===== src/rtl/hilo_seq_ctrl_if.sv =====
// rtl/hilo_seq_ctrl_if.sv - Hi/Lo sequencer bus between the issue stage and the multiply/divide controller.
interface hilo_seq_ctrl_if;
    logic        valid_in;
    logic [5:0]  funct;
    logic        divisor_zero;
    logic [31:0] res_hi;
    logic [31:0] res_lo;
    logic        ready;
    logic        load;
    logic        mul_step;
    logic        div_step;
    logic        hilo_we;
    logic [31:0] hi_out;
    logic [31:0] lo_out;
    logic        stall;
    logic        div_by_zero;

    modport master (
        output valid_in, funct, divisor_zero, res_hi, res_lo,
        input  ready, load, mul_step, div_step, hilo_we, hi_out, lo_out, stall, div_by_zero
    );

    modport slave (
        input  valid_in, funct, divisor_zero, res_hi, res_lo,
        output ready, load, mul_step, div_step, hilo_we, hi_out, lo_out, stall, div_by_zero
    );
endinterface


===== src/rtl/hilo_seq_ctrl.sv =====
// rtl/hilo_seq_ctrl.sv - MULTU/DIVU sequencer owning the Hi/Lo registers and the MFHI/MFLO interlock.
module hilo_seq_ctrl #(
    parameter int ITER = 32
) (
    input  logic            clk,
    input  logic            rst,
    hilo_seq_ctrl_if.slave  bus
);
    localparam int CW = (ITER > 1) ? $clog2(ITER) : 1;
    localparam logic [CW-1:0] CNT_LAST = CW'(ITER - 1);

    localparam logic [5:0] F_MULTU = 6'b011001;
    localparam logic [5:0] F_DIVU  = 6'b011011;
    localparam logic [5:0] F_MFHI  = 6'b010000;
    localparam logic [5:0] F_MFLO  = 6'b010010;

    typedef enum logic [1:0] {IDLE, LOAD, RUN, WRITE} state_t;

    state_t          state_q, state_d;
    logic [CW-1:0]   cnt_q, cnt_d;
    logic            op_div_q, op_div_d;
    logic [31:0]     hi_q, hi_d, lo_q, lo_d;
    logic            ready_q, ready_d;
    logic            load_q, load_d;
    logic            mul_step_q, mul_step_d;
    logic            div_step_q, div_step_d;
    logic            hilo_we_q, hilo_we_d;
    logic            dbz_q, dbz_d;
    logic            is_multu, is_divu, accept;

    assign is_multu = (bus.funct == F_MULTU);
    assign is_divu  = (bus.funct == F_DIVU);
    assign accept   = bus.valid_in && (state_q == IDLE) && (is_multu || is_divu);

    always_comb begin
        state_d  = state_q;
        cnt_d    = cnt_q;
        op_div_d = op_div_q;
        hi_d     = hi_q;
        lo_d     = lo_q;
        dbz_d    = 1'b0;
        case (state_q)
            IDLE: begin
                if (accept) begin
                    op_div_d = is_divu;
                    // A zero divisor never starts the unit; only the error pulse is raised.
                    if (is_divu && bus.divisor_zero) dbz_d = 1'b1;
                    else                             state_d = LOAD;
                end
            end
            LOAD: begin
                state_d = RUN;
                cnt_d   = '0;
            end
            RUN: begin
                if (cnt_q == CNT_LAST) state_d = WRITE;
                else                   cnt_d   = cnt_q + 1'b1;
            end
            WRITE: begin
                hi_d    = bus.res_hi;
                lo_d    = bus.res_lo;
                state_d = IDLE;
            end
            default: state_d = IDLE;
        endcase

        // Strobes are decoded from the next state so they are registered yet aligned with the state.
        ready_d    = (state_d == IDLE);
        load_d     = (state_d == LOAD);
        mul_step_d = (state_d == RUN) && !op_div_d;
        div_step_d = (state_d == RUN) &&  op_div_d;
        hilo_we_d  = (state_d == WRITE);
    end

    always_ff @(posedge clk or negedge rst) begin
        if (!rst) begin
            state_q    <= IDLE;
            cnt_q      <= '0;
            op_div_q   <= 1'b0;
            hi_q       <= '0;
            lo_q       <= '0;
            ready_q    <= 1'b1;
            load_q     <= 1'b0;
            mul_step_q <= 1'b0;
            div_step_q <= 1'b0;
            hilo_we_q  <= 1'b0;
            dbz_q      <= 1'b0;
        end else begin
            state_q    <= state_d;
            cnt_q      <= cnt_d;
            op_div_q   <= op_div_d;
            hi_q       <= hi_d;
            lo_q       <= lo_d;
            ready_q    <= ready_d;
            load_q     <= load_d;
            mul_step_q <= mul_step_d;
            div_step_q <= div_step_d;
            hilo_we_q  <= hilo_we_d;
            dbz_q      <= dbz_d;
        end
    end

    assign bus.ready       = ready_q;
    assign bus.load        = load_q;
    assign bus.mul_step    = mul_step_q;
    assign bus.div_step    = div_step_q;
    assign bus.hilo_we     = hilo_we_q;
    assign bus.hi_out      = hi_q;
    assign bus.lo_out      = lo_q;
    assign bus.div_by_zero = dbz_q;
    assign bus.stall       = bus.valid_in && (state_q != IDLE)
                             && ((bus.funct == F_MFHI) || (bus.funct == F_MFLO));
endmodule


===== src/flat_wrapper.sv =====
// flat-port wrapper written by rule: the top's interface ports become plain ports
module hilo_seq_ctrl_flat 
#(
    parameter int ITER = 32
)
  (clk, rst, bus_valid_in, bus_funct, bus_divisor_zero, bus_res_hi, bus_res_lo, bus_ready, bus_load, bus_mul_step, bus_div_step, bus_hilo_we, bus_hi_out, bus_lo_out, bus_stall, bus_div_by_zero);
  hilo_seq_ctrl_if bus_i ();
  input  logic clk;
  input  logic rst;
  input wire logic [$bits(bus_i.valid_in)-1:0] bus_valid_in;
  input wire logic [$bits(bus_i.funct)-1:0] bus_funct;
  input wire logic [$bits(bus_i.divisor_zero)-1:0] bus_divisor_zero;
  input wire logic [$bits(bus_i.res_hi)-1:0] bus_res_hi;
  input wire logic [$bits(bus_i.res_lo)-1:0] bus_res_lo;
  output wire logic [$bits(bus_i.ready)-1:0] bus_ready;
  output wire logic [$bits(bus_i.load)-1:0] bus_load;
  output wire logic [$bits(bus_i.mul_step)-1:0] bus_mul_step;
  output wire logic [$bits(bus_i.div_step)-1:0] bus_div_step;
  output wire logic [$bits(bus_i.hilo_we)-1:0] bus_hilo_we;
  output wire logic [$bits(bus_i.hi_out)-1:0] bus_hi_out;
  output wire logic [$bits(bus_i.lo_out)-1:0] bus_lo_out;
  output wire logic [$bits(bus_i.stall)-1:0] bus_stall;
  output wire logic [$bits(bus_i.div_by_zero)-1:0] bus_div_by_zero;
  assign bus_i.valid_in = bus_valid_in;
  assign bus_i.funct = bus_funct;
  assign bus_i.divisor_zero = bus_divisor_zero;
  assign bus_i.res_hi = bus_res_hi;
  assign bus_i.res_lo = bus_res_lo;
  assign bus_ready = bus_i.ready;
  assign bus_load = bus_i.load;
  assign bus_mul_step = bus_i.mul_step;
  assign bus_div_step = bus_i.div_step;
  assign bus_hilo_we = bus_i.hilo_we;
  assign bus_hi_out = bus_i.hi_out;
  assign bus_lo_out = bus_i.lo_out;
  assign bus_stall = bus_i.stall;
  assign bus_div_by_zero = bus_i.div_by_zero;
  hilo_seq_ctrl #(.ITER(ITER)) u_core (.clk(clk), .rst(rst), .bus(bus_i));
endmodule

===== config.mk =====
export PLATFORM = sky130hd
export DESIGN_NAME = hilo_seq_ctrl_flat
export DESIGN_NICKNAME = d
export VERILOG_FILES = /design/src/rtl/hilo_seq_ctrl_if.sv /design/src/rtl/hilo_seq_ctrl.sv /design/src/flat_wrapper.sv
export SDC_FILE = /design/constraint.sdc
export NUM_CORES = 1
export LEC_CHECK = 0
export BUFFER_PORTS_ARGS = -buffer_cell sky130_fd_sc_hd__buf_2
export CAP_MARGIN = 20
export CORE_MARGIN = 2
export CORE_UTILIZATION = 39
export CTS_CLUSTER_DIAMETER = 200
export DETAILED_ROUTE_END_ITERATION = 10
export PLACE_DENSITY_LB_ADDON = 0.12
export SLEW_MARGIN = 20
export SYNTH_ARGS = -nofsm -noshare
export SYNTH_HDL_FRONTEND = slang
export SYNTH_SLANG_ARGS = --single-unit

===== constraint.sdc =====
create_clock -name clk -period 1.9 [get_ports clk]
set_input_delay 0.38 -clock clk [delete_from_list [all_inputs] [get_ports clk]]
set_output_delay 0.38 -clock clk [all_outputs]
set_load 0.1 [all_outputs]

# Word-level counts from Yosys, hierarchy flattened
# Cells that the tools add are included.
# op_classes
add_sub_neg	1
n_eq_ne	12
n_mux	11
n_reduce_logical	15
# ops
operator	count
$eq A6 B5 Y1 const B	4
$pmux W5 S2	1
$eq A2 B2 Y1 const B	4
$pmux W2 S4	1
$logic_and A1 B1 Y1	7
$mux W2	3
$add A5 B1 Y5 const B	1
$eq A5 B5 Y1 const B	1
$mux W1	5
$mux W5	1
$eq A2 B1 Y1 const B	2
$logic_not A2 Y1	2
$reduce_bool A2 Y1	2
$logic_or A1 B1 Y1	2
$ne A2 B2 Y1 const B	1
$reduce_and A2 Y1	1
$logic_not A1 Y1	1
# totals
reg_bits	78
input_bits	74
output_inout_bits	71
elab_cells	50

# Logic depth before layout (Yosys ltp)
# Gate-level depths: netlist of run 1.
# logic_depth
depth_word	7
depth_mapped	7
ltp_nobuf	7

# Least setup slack after synthesis of run 1
# No wires, ideal clock.
# synth_timing
kind	flip-flop to output port
start	register u_core.state_q[0]
end	output port bus_stall
t_arrival_ps	3790
slack_ps	-2270
path_stages_with_launch	4
cell_sequence	dfrtp_1 inv_1 ha_1 nor4b_1
# synth_via
elab_chain_len	3
# synth_lines
element	line	rtl
from (decl)	hilo_seq_ctrl.sv:19	state_t state_q, state_d;
from (signal assigned)	hilo_seq_ctrl.sv:89	state_q <= state_d;
$reduce_bool A2 Y1	hilo_seq_ctrl.sv:111	assign bus.stall = bus.valid_in && (state_q != IDLE)
$logic_and A1 B1 Y1	hilo_seq_ctrl.sv:111	
$logic_and A1 B1 Y1	hilo_seq_ctrl.sv:112	&& ((bus.funct == F_MFHI) || (bus.funct == F_MFLO));
to (decl)	flat_wrapper.sv:22	output wire logic [$bits(bus_i.stall)-1:0] bus_stall;
# No other way between the ends.

# Worst setup path after layout of run 1
# Ends and elaborated chain as after synthesis.

==> results.sh, run 1 <==
export IMPL_outcome="complete, no violations"
export IMPL_overflow=0
export IMPL_grt_max_degree=40
export IMPL_synth_area_leader_cell="dfrtp_1"
export IMPL_drv_slew=0
export IMPL_hold_viol_final=0
export IMPL_yosysSeqAreaShare=0.6315
export IMPL_cts_buffers_inserted=9
export IMPL_yosysUniqueCellTypes=28
export IMPL_hold_ws_ns=0.2713
export IMPL_crit_chain="inv_2, ha_4, nor4b_4, buf_12"
export IMPL_ys_warn_count=0
export IMPL_netlist_area_um2=3093
export IMPL_slowest_delay_ns=0.38
export IMPL_regArea_um2=1953
export IMPL_drtPass1Iterations=4
export IMPL_ys_ff_latch=78
export IMPL_post_dp_hpwl_um=4800
export IMPL_routed_via_density=4.662
export IMPL_std_cell_rows=32
export IMPL_grt_pass1_vias=2124
export IMPL_cpMaxStageDelayCell="dfrtp_1"
export IMPL_grt_usage=0.1499
export IMPL_critPathArrivalTime_ns=1.48
export IMPL_grt_pass1_wl_um=10070
export IMPL_antenna_found_initial=0
export IMPL_die_area_um2=8659
export IMPL_nets=442
export IMPL_final_setup_viol_count=0
export IMPL_die_y_um=93.06
export IMPL_wl_per_cell_um=13.61
export IMPL_synth_area_leaders="dfrtp_1, mux2_2, ha_1"
export IMPL_async_reset_ff_frac=1.000
export IMPL_avgSynthCellArea_um2=15.09
export IMPL_top_usage_layer="met2"
export IMPL_via_count=2182
export IMPL_synth_top_area_share=0.6230
export IMPL_critPathMaxFanout=3
export IMPL_htreeDepth=3
export IMPL_critPathCaptureType="output port"
export IMPL_slew_headroom=0.6637
export IMPL_cts_max_path_buffers=2
export IMPL_fin_crit_ns=1.862
export IMPL_synth_enable_flop_cells=0
export IMPL_wirelength_um=6368
export IMPL_fmax_mhz=537.1
export IMPL_root_buffer="clkbuf_8"
export IMPL_start_util=0.4023
export IMPL_maxCapViolCount=0
export IMPL_dieWidth_um=93.06
export IMPL_use_met2=0.2415
export IMPL_drt_iter0_markers=36
export IMPL_worstMarginPinSlew_ns=0.5080
export IMPL_area_growth_pct=38.11
export IMPL_cts_sinks=78
export IMPL_core_um2=7687
export IMPL_n_fill_cell=711
export IMPL_hp_class="in -> reg"
export IMPL_io_pins=145
export IMPL_ys_flop_type="dfrtp_1"
export IMPL_rsz0062_at_grt="yes"
export IMPL_path_clk_slew_ns=0.08
export IMPL_antenna_left=0
export IMPL_multi_input_area_um2=1119
export IMPL_gp_congestion=0.7692
export IMPL_drc=0
export IMPL_fin_crit_sh=0.9798
export IMPL_cp_data_required_time_ns=1.52
export IMPL_use_met1=0.1973
export IMPL_skew_ns=0.008881
export IMPL_synthCells=205
export IMPL_use_met3=0.03465
export IMPL_worstSkewPairLatency_ns=0.33
export IMPL_portBuffers=144
export IMPL_cts_tree="built"
export IMPL_drive_gt1_frac=0.6557
export IMPL_critPathKind="reg -> out"
export IMPL_cp_start_kind="register"
export IMPL_syn_nets=286
export IMPL_diodes=0
-- repair_timing --
| item | CTS | global route |
|---|---|---|
| hold buffers | 1 | 0 |
| buffers inserted | 2 | 1 |
| gates resized for setup | 1 | 2 |
| pin swaps | 1 | 0 |
| hold endpoints to repair | 17 | 0 |
| endpoints found under the setup margin | 1 | 3 |
-- Yosys cell counts, types with 2 or more instances --
| cell type | number |
|---|---|
| a21oi_1 | 3 |
| buf_2 | 7 |
| dfrtp_1 | 77 |
| ha_1 | 7 |
| inv_1 | 5 |
| mux2_2 | 66 |
| nand2_1 | 9 |
| nand2b_1 | 3 |
| nor2_1 | 3 |
| nor2b_1 | 2 |
| o21ai_0 | 4 |
| o22ai_1 | 3 |
-- stage by stage --
| stage | util | setup TNS [ns] | worst slack, ns | instances | area [µm²] |
|---|---|---|---|---|---|
| after floorplan | - | -0.2096 | -0.2096 | 205 | 3120 |
| after global placement | 0.5236 | 0 | 0.1469 | 448 | 4025 |
| after detailed placement | 0.5236 | 0 | 0.1026 | 448 | 4025 |
| after CTS | 0.5539 | 0 | 0.01197 | 467 | 4258 |
| after global routing | 0.5557 | -0.03865 | -0.03312 | 468 | 4272 |
| final | 0.5557 | 0 | 0.03829 | 468 | 4272 |
-- metal layers --
layer,vias to the layer above,wire length (µm)
li1,1035,-
met1,1048,2855
met2,88,2985
met3,11,424
met4,0,102
met5,-,0
-- critical path: cells and delay by family, from the launching register on --
family	cells	cell delay [ns]
flip-flops	1	0.38
AND/OR/NAND/NOR	1	0.31
buffers and inverters	2	0.28
adder cells (fa/ha/maj)	1	0.17
-- layout make-up --
type,count,share of cell area
flip-flops and latches,78,0.4572
multi-input cells,114,0.2619
repair buffers,153,0.1980
clock buffers,13,0.03251
well taps,102,0.02988
clock inverters,3,0.01611
inverters,5,0.004394
-- cell usage in the layout (no fill, tap or decap), types with 2 or more instances in the layout --
cell type,netlist,routed
dfrtp_1,77,77
clkbuf_1,1,4
nor2b_1,2,2
a21oi_1,3,3
buf_12,0,4
ha_1,7,5
o21ai_0,4,3
inv_2,0,2
nor2_1,3,3
o22ai_1,3,2
nand2_1,9,9
buf_4,0,6
nand2b_1,3,3
buf_2,7,142
clkbuf_8,0,9
inv_1,5,3
mux2_2,66,66
bufinv_16,0,2
-- cells by family (layout without fill, tap and decap cells) --
logic type,after synthesis,in the layout,synth area share
flip-flops,78,78,0.6315
AND/OR/NAND/NOR,26,26,0.05017
multiplexers,66,66,0.2403
AO/OA/AOI/OAI,14,14,0.02832
adder cells (fa/ha/maj),7,7,0.02832
buffers and inverters,13,174,0.01861
XOR/XNOR,1,1,0.002832
-- path summary, 6_finish.rpt --
check	endpoint	slack, ns	from	cells past startpoint
min in group asynchronous	u_core.bus.hi_out[26]$_DFFE_PN0N_	0.45	rst	2
setup reg to reg	u_core.bus.div_step$_DFF_PN0_	0.14	u_core.cnt_q[0]$_DFFE_PN0P_	7
hold reg to reg	u_core.bus.mul_step$_DFF_PN0_	0.46	u_core.op_div_q$_DFF_PN0_	1
setup / recovery	bus_stall	0.04	u_core.state_q[0]$_DFF_PN0_	4
hold / removal	u_core.bus.lo_out[22]$_DFFE_PN0N_	0.27	bus_res_lo[22]	2
max in group asynchronous	u_core.bus.lo_out[9]$_DFFE_PN0N_	0.90	rst	3
-- registers in the layout, summed over array words and instances (netlist names) --
register and cells:
u_core.bus.hilo_we 1, u_core.bus.load 1, u_core.bus.ready 1, u_core.bus.div_by_zero 1, u_core.bus.lo_out 32, u_core.bus.div_step 1, u_core.op_div_q 1, u_core.bus.mul_step 1
u_core.cnt_q 5, u_core.bus.hi_out 32, u_core.state_q 2
Power of run 1 is left out: the tool's default activity adds up to more than one toggle a clock period on the data nets, which glitch-free logic cannot reach.
==> run 2: changes to the inputs <==
--- a/config.mk
+++ b/config.mk
@@ -7,7 +7,7 @@
 export LEC_CHECK = 0
 export BUFFER_PORTS_ARGS = -buffer_cell sky130_fd_sc_hd__buf_2
 export CAP_MARGIN = 20
-export CORE_MARGIN = 2
+export CORE_MARGIN = 3
 export CORE_UTILIZATION = 39
 export CTS_CLUSTER_DIAMETER = 200
 export DETAILED_ROUTE_END_ITERATION = 10
==> run 2 against run 1 <==
Maximum frequency rose by 0.36%; first-iteration DRC count fell by 50%; die area rose by 4.3%; via count fell by 0.96%; sequential cell count did not move; critical path type unchanged; core utilization rose by 1.5 points.
==> results.sh, run 2 (synthesis results as in run 1) <==
export IMPL_slew_headroom=0.6673
export IMPL_worstMarginPinSlew_ns=0.5025
export IMPL_std_cell_rows=31
export IMPL_gp_congestion=0.6795
export IMPL_fin_cells=465
export IMPL_drive_gt1_frac=0.6694
export IMPL_placed_area_um2=4009
export IMPL_via_count=2161
export IMPL_dp_cells=445
export IMPL_dieWidth_um=95.06
export IMPL_die_area_um2=9035
export IMPL_fin_crit_sh=0.9763
export IMPL_cp_start_kind="register"
export IMPL_critPathKind="reg -> out"
export IMPL_critPathCaptureType="output port"
export IMPL_portBuffers=144
export IMPL_io_pins=145
export IMPL_top_usage_layer="met2"
export IMPL_overflow=0
export IMPL_area_growth_pct=38.15
export IMPL_wl_per_cell_um=13.75
export IMPL_worstSkewPairLatency_ns=0.33
export IMPL_final_cell_mix="buf_2, dfrtp_1, mux2_2"
export IMPL_core_um2=7486
export IMPL_use_met3=0.03867
export IMPL_multi_input_area_um2=1125
export IMPL_use_met2=0.2319
export IMPL_grt_pass1_wl_um=9604
export IMPL_fin_area_um2=4273
export IMPL_drv_slew=0
export IMPL_critPathArrivalTime_ns=1.48
export IMPL_antenna_left=0
export IMPL_n_fill_cell=653
export IMPL_cts_sinks=78
export IMPL_routed_via_density=4.647
export IMPL_cp_data_required_time_ns=1.52
export IMPL_critPathMaxFanout=3
export IMPL_path_clk_slew_ns=0.08
export IMPL_wirelength_um=6394
export IMPL_grt_usage=0.1402
export IMPL_final_setup_viol_count=0
export IMPL_outcome="complete, no violations"
export IMPL_nets=443
export IMPL_skew_ns=0.01088
export IMPL_die_y_um=95.06
export IMPL_grt_pass1_vias=2041
export IMPL_use_met1=0.1721
export IMPL_maxCapViolCount=0
export IMPL_drc=0
export IMPL_cts_buffers_inserted=9
export IMPL_htreeDepth=3
export IMPL_regArea_um2=1953
export IMPL_mostFrequentLayoutCell="buf_2"
export IMPL_root_buffer="clkbuf_8"
export IMPL_drt_iter0_markers=18
export IMPL_cts_tree="built"
export IMPL_cts_max_path_buffers=2
export IMPL_fin_crit_ns=1.855
export IMPL_final_util=0.5708
export IMPL_drtPass1Iterations=3
export IMPL_diodes=0
export IMPL_post_dp_hpwl_um=4887
export IMPL_start_util=0.4132
export IMPL_hp_class="in -> reg"
export IMPL_setup_tns_ns=0
export IMPL_rsz0062_at_grt="yes"
export IMPL_hold_viol_final=0
export IMPL_fmax_mhz=539.1
export IMPL_antenna_found_initial=0
export IMPL_grt_max_degree=38
[run 2: repair_timing]
item	CTS	global route
setup endpoints to repair	1	4
gates resized for setup	0	5
pin swaps	1	1
setup buffers	2	2
hold buffers	1	0
endpoints found under the hold margin	23	0
[run 2: path summary, 6_finish.rpt]
path	from	end	slack [ns]	cells past startpoint
worst max-delay path	u_core.state_q[0]$_DFF_PN0_	bus_stall	0.04	4
worst min-delay path	bus_res_lo[16]	u_core.bus.lo_out[16]$_DFFE_PN0N_	0.27	2
min in group asynchronous	rst	u_core.bus.lo_out[0]$_DFFE_PN0N_	0.48	2
worst min register to register	u_core.op_div_q$_DFF_PN0_	u_core.bus.mul_step$_DFF_PN0_	0.46	1
worst max register to register	u_core.cnt_q[0]$_DFFE_PN0P_	u_core.bus.div_step$_DFF_PN0_	0.10	7
max in group asynchronous	rst	u_core.bus.lo_out[22]$_DFFE_PN0N_	0.86	3
[run 2: metrics by stage]
step	setup WS, ns	hold WS, ns
2_1_floorplan	-0.2096	0.08441
3_3_place_gp	0.1455	0.3118
3_5_place_dp	0.05494	0.3131
4_1_cts	0.01061	0.2515
5_1_grt	-0.02029	0.2475
6_report	0.04495	0.2682
[run 2: critical path, cell delays in order (launching register included)]
cell     delay [ns]
dfrtp_1        0.37
inv_2          0.07
ha_4           0.17
nor4b_4        0.32
buf_12         0.21
[run 2: cell type report]
cell class,count,area share
inverters,5,0.004392
repair buffers,154,0.1968
flip-flops and latches,78,0.4571
multi-input cells,114,0.2633
clock inverters,5,0.01962
clock buffers,10,0.02987
well taps,99,0.02899
[run 2: layer usage]
layer,vias up,wire length [µm]
met3,6,546
met4,0,63
met1,1040,2560
met2,82,3223
li1,1033,-
met5,-,0
Power of run 2 is left out for the same reason.
==> run 3: changes to the inputs <==
--- a/config.mk
+++ b/config.mk
@@ -11,7 +11,7 @@
 export CORE_UTILIZATION = 39
 export CTS_CLUSTER_DIAMETER = 200
 export DETAILED_ROUTE_END_ITERATION = 10
-export PLACE_DENSITY_LB_ADDON = 0.12
+export PLACE_DENSITY = 0.69
 export SLEW_MARGIN = 20
 export SYNTH_ARGS = -nofsm -noshare
 export SYNTH_HDL_FRONTEND = slang
==> run 3 against run 2 <==
Worst hold slack lost 0.0064 ns; non-clock buffer count grew 1; sequential cell count is the same; core utilization grew 0.15 points; critical endpoint unchanged; maximum frequency shrank 0.34%; cell count grew 0.22%.
==> results.sh, run 3 (synthesis results as in run 1) <==
export IMPL_outcome="complete, no violations"
export IMPL_wirelength_um=6574
export IMPL_n_fill_cell=635
export IMPL_die_y_um=95.06
export IMPL_slowest_delay_ns=0.37
export IMPL_worstMarginPinSlew_ns=0.5040
export IMPL_drv_slew=0
export IMPL_gp_congestion=0.7533
export IMPL_cp_data_required_time_ns=1.52
export IMPL_area_growth_pct=38.51
export IMPL_final_util=0.5723
export IMPL_grt_pass1_wl_um=10340
export IMPL_overflow=0
export IMPL_critPathKind="reg -> out"
export IMPL_worstHoldStart="bus_res_lo[29]"
export IMPL_drt_iter0_markers=43
export IMPL_start_util=0.4132
export IMPL_cpMaxStageDelayCell="dfrtp_1"
export IMPL_slew_headroom=0.6663
export IMPL_whs_path_depth=2
export IMPL_via_count=2209
export IMPL_worstReg2RegStart="u_core.cnt_q[0]$_DFFE_PN0P_"
export IMPL_fin_cells=466
export IMPL_dp_cells=445
export IMPL_std_cell_rows=31
export IMPL_htreeDepth=3
export IMPL_path_clk_slew_ns=0.08
export IMPL_critPathCaptureType="output port"
export IMPL_worst_path_buf_inv=2
export IMPL_drive_gt1_frac=0.6676
export IMPL_regArea_um2=1953
export IMPL_grt_usage=0.1531
export IMPL_antenna_found_initial=0
export IMPL_io_pins=145
export IMPL_antenna_left=0
export IMPL_multi_input_area_um2=1116
export IMPL_rsz0062_at_grt="yes"
export IMPL_drtPass1Iterations=3
export IMPL_critPathMaxFanout=3
export IMPL_final_cell_mix="buf_2, dfrtp_1, mux2_2"
export IMPL_cts_sinks=78
export IMPL_dieWidth_um=95.06
export IMPL_die_area_um2=9035
export IMPL_fin_area_um2=4284
export IMPL_fin_crit_sh=0.9796
export IMPL_portBuffers=144
export IMPL_routed_via_density=4.740
export IMPL_wl_per_cell_um=14.11
export IMPL_nets=444
export IMPL_worstSkewPairLatency_ns=0.34
export IMPL_root_buffer="clkbuf_8"
export IMPL_skew_ns=0.003631
export IMPL_reg2reg_slack_ns=0.12
export IMPL_crit_chain="inv_2, ha_4, nor4b_4, buf_12"
export IMPL_cp_start_kind="register"
export IMPL_drc=0
export IMPL_grt_max_degree=46
export IMPL_diodes=0
export IMPL_grt_pass1_vias=2201
export IMPL_reg2reg_depth=7
export IMPL_placed_area_um2=4021
export IMPL_hold_viol_final=0
export IMPL_core_um2=7486
export IMPL_critPathArrivalTime_ns=1.48
export IMPL_cts_buffers_inserted=9
export IMPL_maxCapViolCount=0
export IMPL_final_setup_viol_count=0
export IMPL_critPathTopFamily="flip-flops"
export IMPL_cts_max_path_buffers=2
export IMPL_cts_tree="built"
export IMPL_post_dp_hpwl_um=5016
export IMPL_fin_crit_ns=1.861
export IMPL_rr_endpoint="u_core.bus.div_step$_DFF_PN0_"
export IMPL_hp_class="in -> reg"
export IMPL_mostFrequentLayoutCell="buf_2"
export IMPL_fmax_mhz=537.3
export IMPL_hold_end="u_core.bus.lo_out[29]$_DFFE_PN0N_"
run 3: per-stage QoR:
stage | setup WS [ns] | hold slack (ns) | setup TNS (ns)
after global placement | 0.1516 | 0.3543 | 0
final | 0.03869 | 0.2618 | 0
after floorplan | -0.2096 | 0.08441 | -0.2096
after global routing | -0.06304 | 0.2347 | -0.06367
after CTS | 0.002968 | 0.2435 | 0
after detailed placement | 0.1030 | 0.3609 | 0
run 3: final cells by class:
cell class | count | area share
clock inverters | 6 | 0.02044
clock buffers | 9 | 0.02891
flip-flops and latches | 78 | 0.4559
multi-input cells | 114 | 0.2605
well taps | 99 | 0.02891
inverters | 5 | 0.004381
repair buffers | 155 | 0.2009
run 3: worst max-delay path by stage:
stage | from | to | slack, ns | depth (start not counted)
2_1_floorplan | u_core.state_q[0]$_DFF_PN0_ | bus_stall | -0.21 | 3
3_3_place_gp | u_core.cnt_q[0]$_DFFE_PN0P_ | u_core.bus.div_step$_DFF_PN0_ | 0.15 | 7
3_5_place_dp | u_core.cnt_q[0]$_DFFE_PN0P_ | u_core.bus.div_step$_DFF_PN0_ | 0.10 | 7
4_1_cts | u_core.state_q[1]$_DFF_PN0_ | bus_stall | 0.003 | 4
5_1_grt | u_core.state_q[0]$_DFF_PN0_ | bus_stall | -0.06 | 4
6_report | u_core.state_q[1]$_DFF_PN0_ | bus_stall | 0.04 | 4
run 3: layer usage:
metal / part of all wire / GRT usage / up-vias
li1: - / - / 1037
met1: 0.41 / 0.1761 / 1059
met2: 0.46 / 0.2496 / 105
met3: 0.11 / 0.06393 / 8
met4: 0.016 / 0.06851 / 0
met5: 0 / 0 / -
run 3: worst reg2reg max path, delay by kind of cell (launching register included):
| family | cells | cell delay (ns) |
|---|---|---|
| compound gates | 3 | 0.57 |
| fa+ha+maj | 2 | 0.43 |
| flops | 1 | 0.40 |
| simple gates | 2 | 0.30 |
run 3: timing repair:
| action | CTS | global route |
|---|---|---|
| cloned | 0 | 0 |
| endpoints found under the hold margin | 32 | 0 |
| pin swaps | 1 | 2 |
| hold buffers | 1 | 0 |
| resized for setup | 0 | 3 |
| buffers inserted | 2 | 3 |
| endpoints found under the setup margin | 1 | 3 |
Power of run 3 is left out for the same reason.
